===== src/rtl/load_store_unit.sv =====
`default_nettype none
// ============================================================================
// Module      : load_store_unit
// Description : Initiator side of the core's data-memory port. Accepts one
//               load or store per handshake, computes the effective byte
//               address, checks legality and alignment, drives the memory's
//               address / enables / byte mask / lane-replicated store data,
//               waits out read-modify-write busy on partial stores, and
//               returns sign/zero-extended load data or a fault.
// Ports       : clk_i, reset_i (async, active-high)
//               valid_i/ready_o      request handshake (ready only in IDLE)
//               is_load_i/is_store_i request type flags
//               funct3_i             RV32I width code
//               base_i/offset_i      address operands (ea = base + offset)
//               store_data_i         rs2 value
//               done_o               one-cycle completion pulse
//               result_o             formatted load data (with done_o)
//               misaligned_o/illegal_o fault flags (with done_o)
//               mem_*                data-memory port
// Revision    : 1.0 - initial release
// ============================================================================
module load_store_unit #(
  parameter int width_p      = 32,
  parameter int addr_width_p = 12
) (
  input  logic                    clk_i,
  input  logic                    reset_i,
  input  logic                    valid_i,
  output logic                    ready_o,
  input  logic                    is_load_i,
  input  logic                    is_store_i,
  input  logic [2:0]              funct3_i,
  input  logic [width_p-1:0]      base_i,
  input  logic [width_p-1:0]      offset_i,
  input  logic [width_p-1:0]      store_data_i,
  output logic                    done_o,
  output logic [width_p-1:0]      result_o,
  output logic                    misaligned_o,
  output logic                    illegal_o,
  output logic [addr_width_p-1:0] mem_addr_o,
  output logic                    mem_read_enable_o,
  output logic                    mem_write_enable_o,
  output logic [width_p-1:0]      mem_write_data_o,
  output logic [3:0]              mem_write_mask_o,
  input  logic [width_p-1:0]      mem_read_data_i,
  input  logic                    mem_busy_i
);

  typedef enum logic [2:0] {
    IDLE       = 3'd0,
    LOAD_REQ   = 3'd1,
    LOAD_RESP  = 3'd2,
    STORE_REQ  = 3'd3,
    STORE_WAIT = 3'd4,
    DONE       = 3'd5
  } state_e;

  state_e                  state_q, state_d;
  logic [addr_width_p-1:0] addr_q, addr_d;
  logic [width_p-1:0]      wdata_q, wdata_d;
  logic [width_p-1:0]      result_q, result_d;
  logic [3:0]              wmask_q, wmask_d;
  logic [2:0]              funct3_q, funct3_d;
  logic                    misaligned_q, misaligned_d;
  logic                    illegal_q, illegal_d;

  logic [width_p-1:0]      ea;
  logic [1:0]              ea_off;
  logic                    unused_ea_hi;
  logic                    req_illegal;
  logic                    req_misaligned;
  logic [3:0]              st_mask;
  logic [width_p-1:0]      st_data;
  logic [7:0]              ld_byte;
  logic [15:0]             ld_half;
  logic [width_p-1:0]      ld_fmt;

  // Full 32-bit sum wraps naturally; only the low address bits reach memory.
  assign ea           = base_i + offset_i;
  assign ea_off       = ea[1:0];
  assign unused_ea_hi = ^ea[width_p-1:addr_width_p];

  // Request legality and alignment. Illegal wins over misaligned.
  always_comb begin
    req_illegal    = 1'b0;
    req_misaligned = 1'b0;
    if (is_load_i == is_store_i) begin
      req_illegal = 1'b1;
    end else if (is_load_i) begin
      req_illegal = (funct3_i == 3'b011) || (funct3_i[2:1] == 2'b11);
    end else begin
      req_illegal = funct3_i[2] || (funct3_i == 3'b011);
    end
    case (funct3_i[1:0])
      2'b01:   req_misaligned = ea_off[0];
      2'b10:   req_misaligned = |ea_off;
      default: req_misaligned = 1'b0;
    endcase
  end

  // Store lane formatting: replicate the source across lanes, mask selects.
  always_comb begin
    st_mask = 4'b0000;
    st_data = '0;
    case (funct3_i[1:0])
      2'b00: begin
        st_mask = 4'b0001 << ea_off;
        st_data = {4{store_data_i[7:0]}};
      end
      2'b01: begin
        st_mask = 4'b0011 << ea_off;
        st_data = {2{store_data_i[15:0]}};
      end
      default: begin
        st_mask = 4'b1111;
        st_data = store_data_i;
      end
    endcase
  end

  // Load formatting from the latched byte offset and width code.
  always_comb begin
    ld_byte = mem_read_data_i[7:0];
    case (addr_q[1:0])
      2'b00:   ld_byte = mem_read_data_i[7:0];
      2'b01:   ld_byte = mem_read_data_i[15:8];
      2'b10:   ld_byte = mem_read_data_i[23:16];
      default: ld_byte = mem_read_data_i[31:24];
    endcase
    ld_half = addr_q[1] ? mem_read_data_i[31:16] : mem_read_data_i[15:0];
    case (funct3_q)
      3'b000:  ld_fmt = {{24{ld_byte[7]}}, ld_byte};
      3'b100:  ld_fmt = {24'd0, ld_byte};
      3'b001:  ld_fmt = {{16{ld_half[15]}}, ld_half};
      3'b101:  ld_fmt = {16'd0, ld_half};
      default: ld_fmt = mem_read_data_i;
    endcase
  end

  // Next-state and datapath register updates.
  always_comb begin
    state_d      = state_q;
    addr_d       = addr_q;
    wdata_d      = wdata_q;
    wmask_d      = wmask_q;
    funct3_d     = funct3_q;
    result_d     = result_q;
    misaligned_d = misaligned_q;
    illegal_d    = illegal_q;
    case (state_q)
      IDLE: begin
        if (valid_i) begin
          addr_d       = ea[addr_width_p-1:0];
          funct3_d     = funct3_i;
          result_d     = '0;
          illegal_d    = req_illegal;
          misaligned_d = !req_illegal && req_misaligned;
          // Mask/data only carry a real store; anything else leaves them idle.
          if (is_store_i && !req_illegal && !req_misaligned) begin
            wmask_d = st_mask;
            wdata_d = st_data;
          end else begin
            wmask_d = 4'b0000;
            wdata_d = '0;
          end
          if (req_illegal || req_misaligned) begin
            state_d = DONE;
          end else if (is_load_i) begin
            state_d = LOAD_REQ;
          end else begin
            state_d = STORE_REQ;
          end
        end
      end
      LOAD_REQ:   state_d = LOAD_RESP;
      LOAD_RESP: begin
        result_d = ld_fmt;
        state_d  = DONE;
      end
      STORE_REQ:  state_d = STORE_WAIT;
      // The first non-busy cycle here is the memory's commit cycle.
      STORE_WAIT: if (!mem_busy_i) state_d = DONE;
      DONE:       state_d = IDLE;
      default:    state_d = IDLE;
    endcase
  end

  always_ff @(posedge clk_i or posedge reset_i) begin
    if (reset_i) begin
      state_q      <= IDLE;
      addr_q       <= '0;
      wdata_q      <= '0;
      wmask_q      <= 4'b0000;
      funct3_q     <= 3'b000;
      result_q     <= '0;
      misaligned_q <= 1'b0;
      illegal_q    <= 1'b0;
    end else begin
      state_q      <= state_d;
      addr_q       <= addr_d;
      wdata_q      <= wdata_d;
      wmask_q      <= wmask_d;
      funct3_q     <= funct3_d;
      result_q     <= result_d;
      misaligned_q <= misaligned_d;
      illegal_q    <= illegal_d;
    end
  end

  assign ready_o            = (state_q == IDLE);
  assign done_o             = (state_q == DONE);
  assign mem_read_enable_o  = (state_q == LOAD_REQ);
  assign mem_write_enable_o = (state_q == STORE_REQ);
  assign mem_addr_o         = addr_q;
  assign mem_write_data_o   = wdata_q;
  assign mem_write_mask_o   = wmask_q;
  assign result_o           = done_o ? result_q : '0;
  assign misaligned_o       = done_o & misaligned_q;
  assign illegal_o          = done_o & illegal_q;

endmodule
`default_nettype wire

===== config.mk =====
export PLATFORM = sky130hd
export DESIGN_NAME = load_store_unit
export DESIGN_NICKNAME = d
export VERILOG_FILES = /design/src/rtl/load_store_unit.sv
export SDC_FILE = /design/constraint.sdc
export NUM_CORES = 1
export LEC_CHECK = 0
export ABC_CLOCK_PERIOD_IN_PS = 6800
export CAP_MARGIN = 20
export CELL_PAD_IN_SITES_DETAIL_PLACEMENT = 1
export CELL_PAD_IN_SITES_GLOBAL_PLACEMENT = 1
export CORE_UTILIZATION = 33
export CTS_CLUSTER_DIAMETER = 80
export DETAILED_ROUTE_END_ITERATION = 12
export GPL_TIMING_DRIVEN = 0
export PLACE_DENSITY_LB_ADDON = 0.2
export SETUP_SLACK_MARGIN = 0.5
export SYNTH_ARGS = -nofsm -noshare
export SYNTH_HDL_FRONTEND = slang
export SYNTH_SLANG_ARGS = --single-unit

===== constraint.sdc =====
create_clock -name clk_i -period 6.8 [get_ports clk_i]
set_input_delay 0.68 -clock clk_i [delete_from_list [all_inputs] [get_ports clk_i]]
set_output_delay 0.68 -clock clk_i [all_outputs]
set_load 0.01 [all_outputs]

==> metrics.cfg <==
[status]
status=finished, final reports clean

[routing]
vias=4823
antenna_left=0
drc=0
via_per_inst=5.32
drt_iter0_drc=185
wirelength_mm=17.1
first_pass_iters=4
wl_per_cell_um=18.8

[layout]
stdcell_count=907
area_growth_syn_to_layout_pct=49.7
final_util_pct=51.5
nets=875
drive_gt1_share_pct=6.33
n_antenna_cell=0

[power_and_ir_drop]
p_per_area_nw_per_um2=332
leakage_nw=3.12
finalPower_mw=2.41
peakVddDrop_uv=155

[worst_setup_path]
cp_common_cell=o21ai_0
crit_path_start_kind=input port
worstRegToRegCells=7
timing.rr.end=mem_write_data_o[10]
cp_max_fo=10
r2r-start=state_q[2]
max_stage_delay_ns=0.65
worst-r2r-setup-slack_ns=4.54
cp_slowest_cell=fa_1
critPathKind=input port to register
crit_required_ns=7.05
end_kind=register
cp_cell_sequence=clkdlybuf4s50_1 > ha_1 > inv_1 > fa_1 > nor2b_1 > o21ai_0 > and2_1 > nand3_1 > clkbuf_1 > o21ai_0
critPathTopFamily=buffers and inverters
worst-path-buf-inv=3
crit_arrival_ns=3.71

[cts]
postCtsSetupBuffers=0
postCtsHoldBufs=0
tritoncts=done
clk_latency_ns=0.35
cts_resized=0
cts-root-buf=clkbuf_16
clock-sinks=88
clk_pin_slew_ns=0.07
clockBufferDepth=2
h-tree-depth=3
cts_made_buffers=9

[worst_hold_path]
hold_path_end=mem_write_data_o[19]
hp-start=mem_write_data_o[19]
whs_path_depth=2
hp-class=register to register

[place]
place_hpwl_mm=12.9
portBuffers=182
routabilityCongestion=0.837
dp_cells=891

[die]
fp.dieArea_sq_um=15200
die_y_um=123
start_util_pct=34.4
dieWidth_um=123
io-pin-count=223
core_sq_um=14100
rows=43

[synth]
synth.distinct_cells=56
postSynthAreaPerCell_sq_um=9.18
yosysWarningCount=0
ys_ff_latch=88
synth_edf_count=0
synth_ff_type=dfrtp_1
synth_nets=681
ys_seq_area_share_pct=45.4
synth_async_sr_flop_share_pct=100
syn_area_sq_um=4850
synth_cells=528

[timing]
finalHoldViolations=0
slew_violations=0
setup_viol=0
fin_hold_ws_ns=0.474
rsz0062_at_grt=false
fin_crit_sh_pct=50.9
tightest_slew_ns=0.722
period_minus_slack_ns=3.46
tns_ns=0
fmax_mhz=289
relSlewSlack_pct=51.7
finClkSkew_ns=0.00772

[grt]
antenna_found_initial=0
grt_pass1_wl_mm=26.5
grt.total_usage_pct=23.3
grt.overflow.total=0
grt_max_degree=47
grt_pass1_vias=5081

[job]
cap_viol_max_count=0

-- worst min-delay path, cell delays in order, from the launching register on --
cell and delay [ns]:
dfrtp_1 0.34, nand2_1 0.04, o21ai_0 0.05
-- synth_stat cells, types with 4 or more instances --
| cell type | instances | area share, % |
|---|---|---|
| a21boi_0 | 6 | 0.93 |
| a21o_1 | 4 | 0.62 |
| a21oi_1 | 18 | 1.9 |
| a221o_1 | 6 | 1.2 |
| a221o_2 | 10 | 2.3 |
| a22o_1 | 11 | 2.0 |
| a22oi_1 | 6 | 0.93 |
| and2_1 | 37 | 4.8 |
| and3_1 | 4 | 0.52 |
| buf_2 | 5 | 0.52 |
| clkbuf_1 | 28 | 2.2 |
| dfrtp_1 | 88 | 45 |
| ha_1 | 15 | 3.9 |
| inv_1 | 10 | 0.77 |
| mux2i_1 | 9 | 1.9 |
| nand2_1 | 90 | 7.0 |
| nand2b_1 | 5 | 0.64 |
| nand3_1 | 12 | 1.2 |
| nor2_1 | 15 | 1.2 |
| o21ai_0 | 78 | 8.0 |
| o22ai_1 | 8 | 1.0 |
| o31ai_1 | 8 | 1.2 |
| xnor2_1 | 6 | 1.1 |
-- flip-flops by register name (all words and copies together) (netlist names) --
register and count:
mem_write_data_o 32, state_q 3, illegal_q 1, result_q 32, mem_addr_o 12, misaligned_q 1
mem_write_mask_o 4, funct3_q 3
-- worst max-delay path by stage --
stage                           start                   end  cells after the start
after floorplan               reset_i           funct3_q[0]                      1
after global placement        reset_i          result_q[26]                      2
after detailed placement    base_i[0]  mem_write_data_o[10]                     10
after CTS                   base_i[0]  mem_write_data_o[10]                     10
after global routing      funct3_i[1]  mem_write_data_o[10]                     10
final                       base_i[0]  mem_write_data_o[10]                     10
-- cell type report --
| type | instances | area, sq um |
|---|---|---|
| buffer | 36 | 158 |
| sequential | 88 | 2200 |
| clock buffer | 10 | 239 |
| multi-input combinational | 393 | 2450 |
| timing repair buffer | 183 | 1850 |
| clock inverter | 6 | 92.6 |
| fill | 1626 | 6840 |
| tap | 180 | 225 |
| inverter | 11 | 43.8 |
-- cell usage in the layout, fill, tap and decap left out, types with 10 or more instances in the layout --
cell             count
clkdlybuf4s50_1    182
nand2_1             90
dfrtp_1             88
o21ai_0             78
and2_1              37
clkbuf_1            28
a21oi_1             18
nor2_1              15
ha_1                15
nand3_1             12
a22o_1              11
a221o_2             10
-- where the power goes --
part           leakage, nW  total (mW)  switching [mW]  internal, mW
clock                0.155       0.554           0.221         0.333
combinational         1.79        1.06           0.577         0.487
sequential            1.18       0.793           0.102         0.692
total                 3.12        2.41           0.900          1.51
-- logic make-up (layout without fill, tap and decap cells) --
| kind of cell | after synthesis | count (layout) | synth area share (%) |
|---|---|---|---|
| AO/OA/AOI/OAI | 175 | 175 | 23.8 |
| AND/OR/NAND/NOR | 180 | 180 | 17.8 |
| adder cells (fa/ha/maj) | 16 | 16 | 4.28 |
| multiplexers | 13 | 13 | 2.99 |
| buffers and inverters | 47 | 246 | 4.10 |
| flip-flops | 88 | 88 | 45.4 |
| XOR/XNOR | 9 | 9 | 1.63 |
-- routing by layer --
layer  track usage [%]  share of wire [%]  up-vias
li1                  -                  -     2271
met1              28.0                 42     2355
met2              39.9                 49      162
met3              5.67                5.9       35
met4              8.89                2.4        0
met5                 0                  0        -
-- through the flow --
stage	setup slack, ns	area, sq um
global placement	2.34	6900
floorplan	3.84	4850
detailed placement	2.94	6930
finish	3.34	7260
global route	3.17	7260
CTS	3.32	7260
Power figures use the tool's default switching activity.
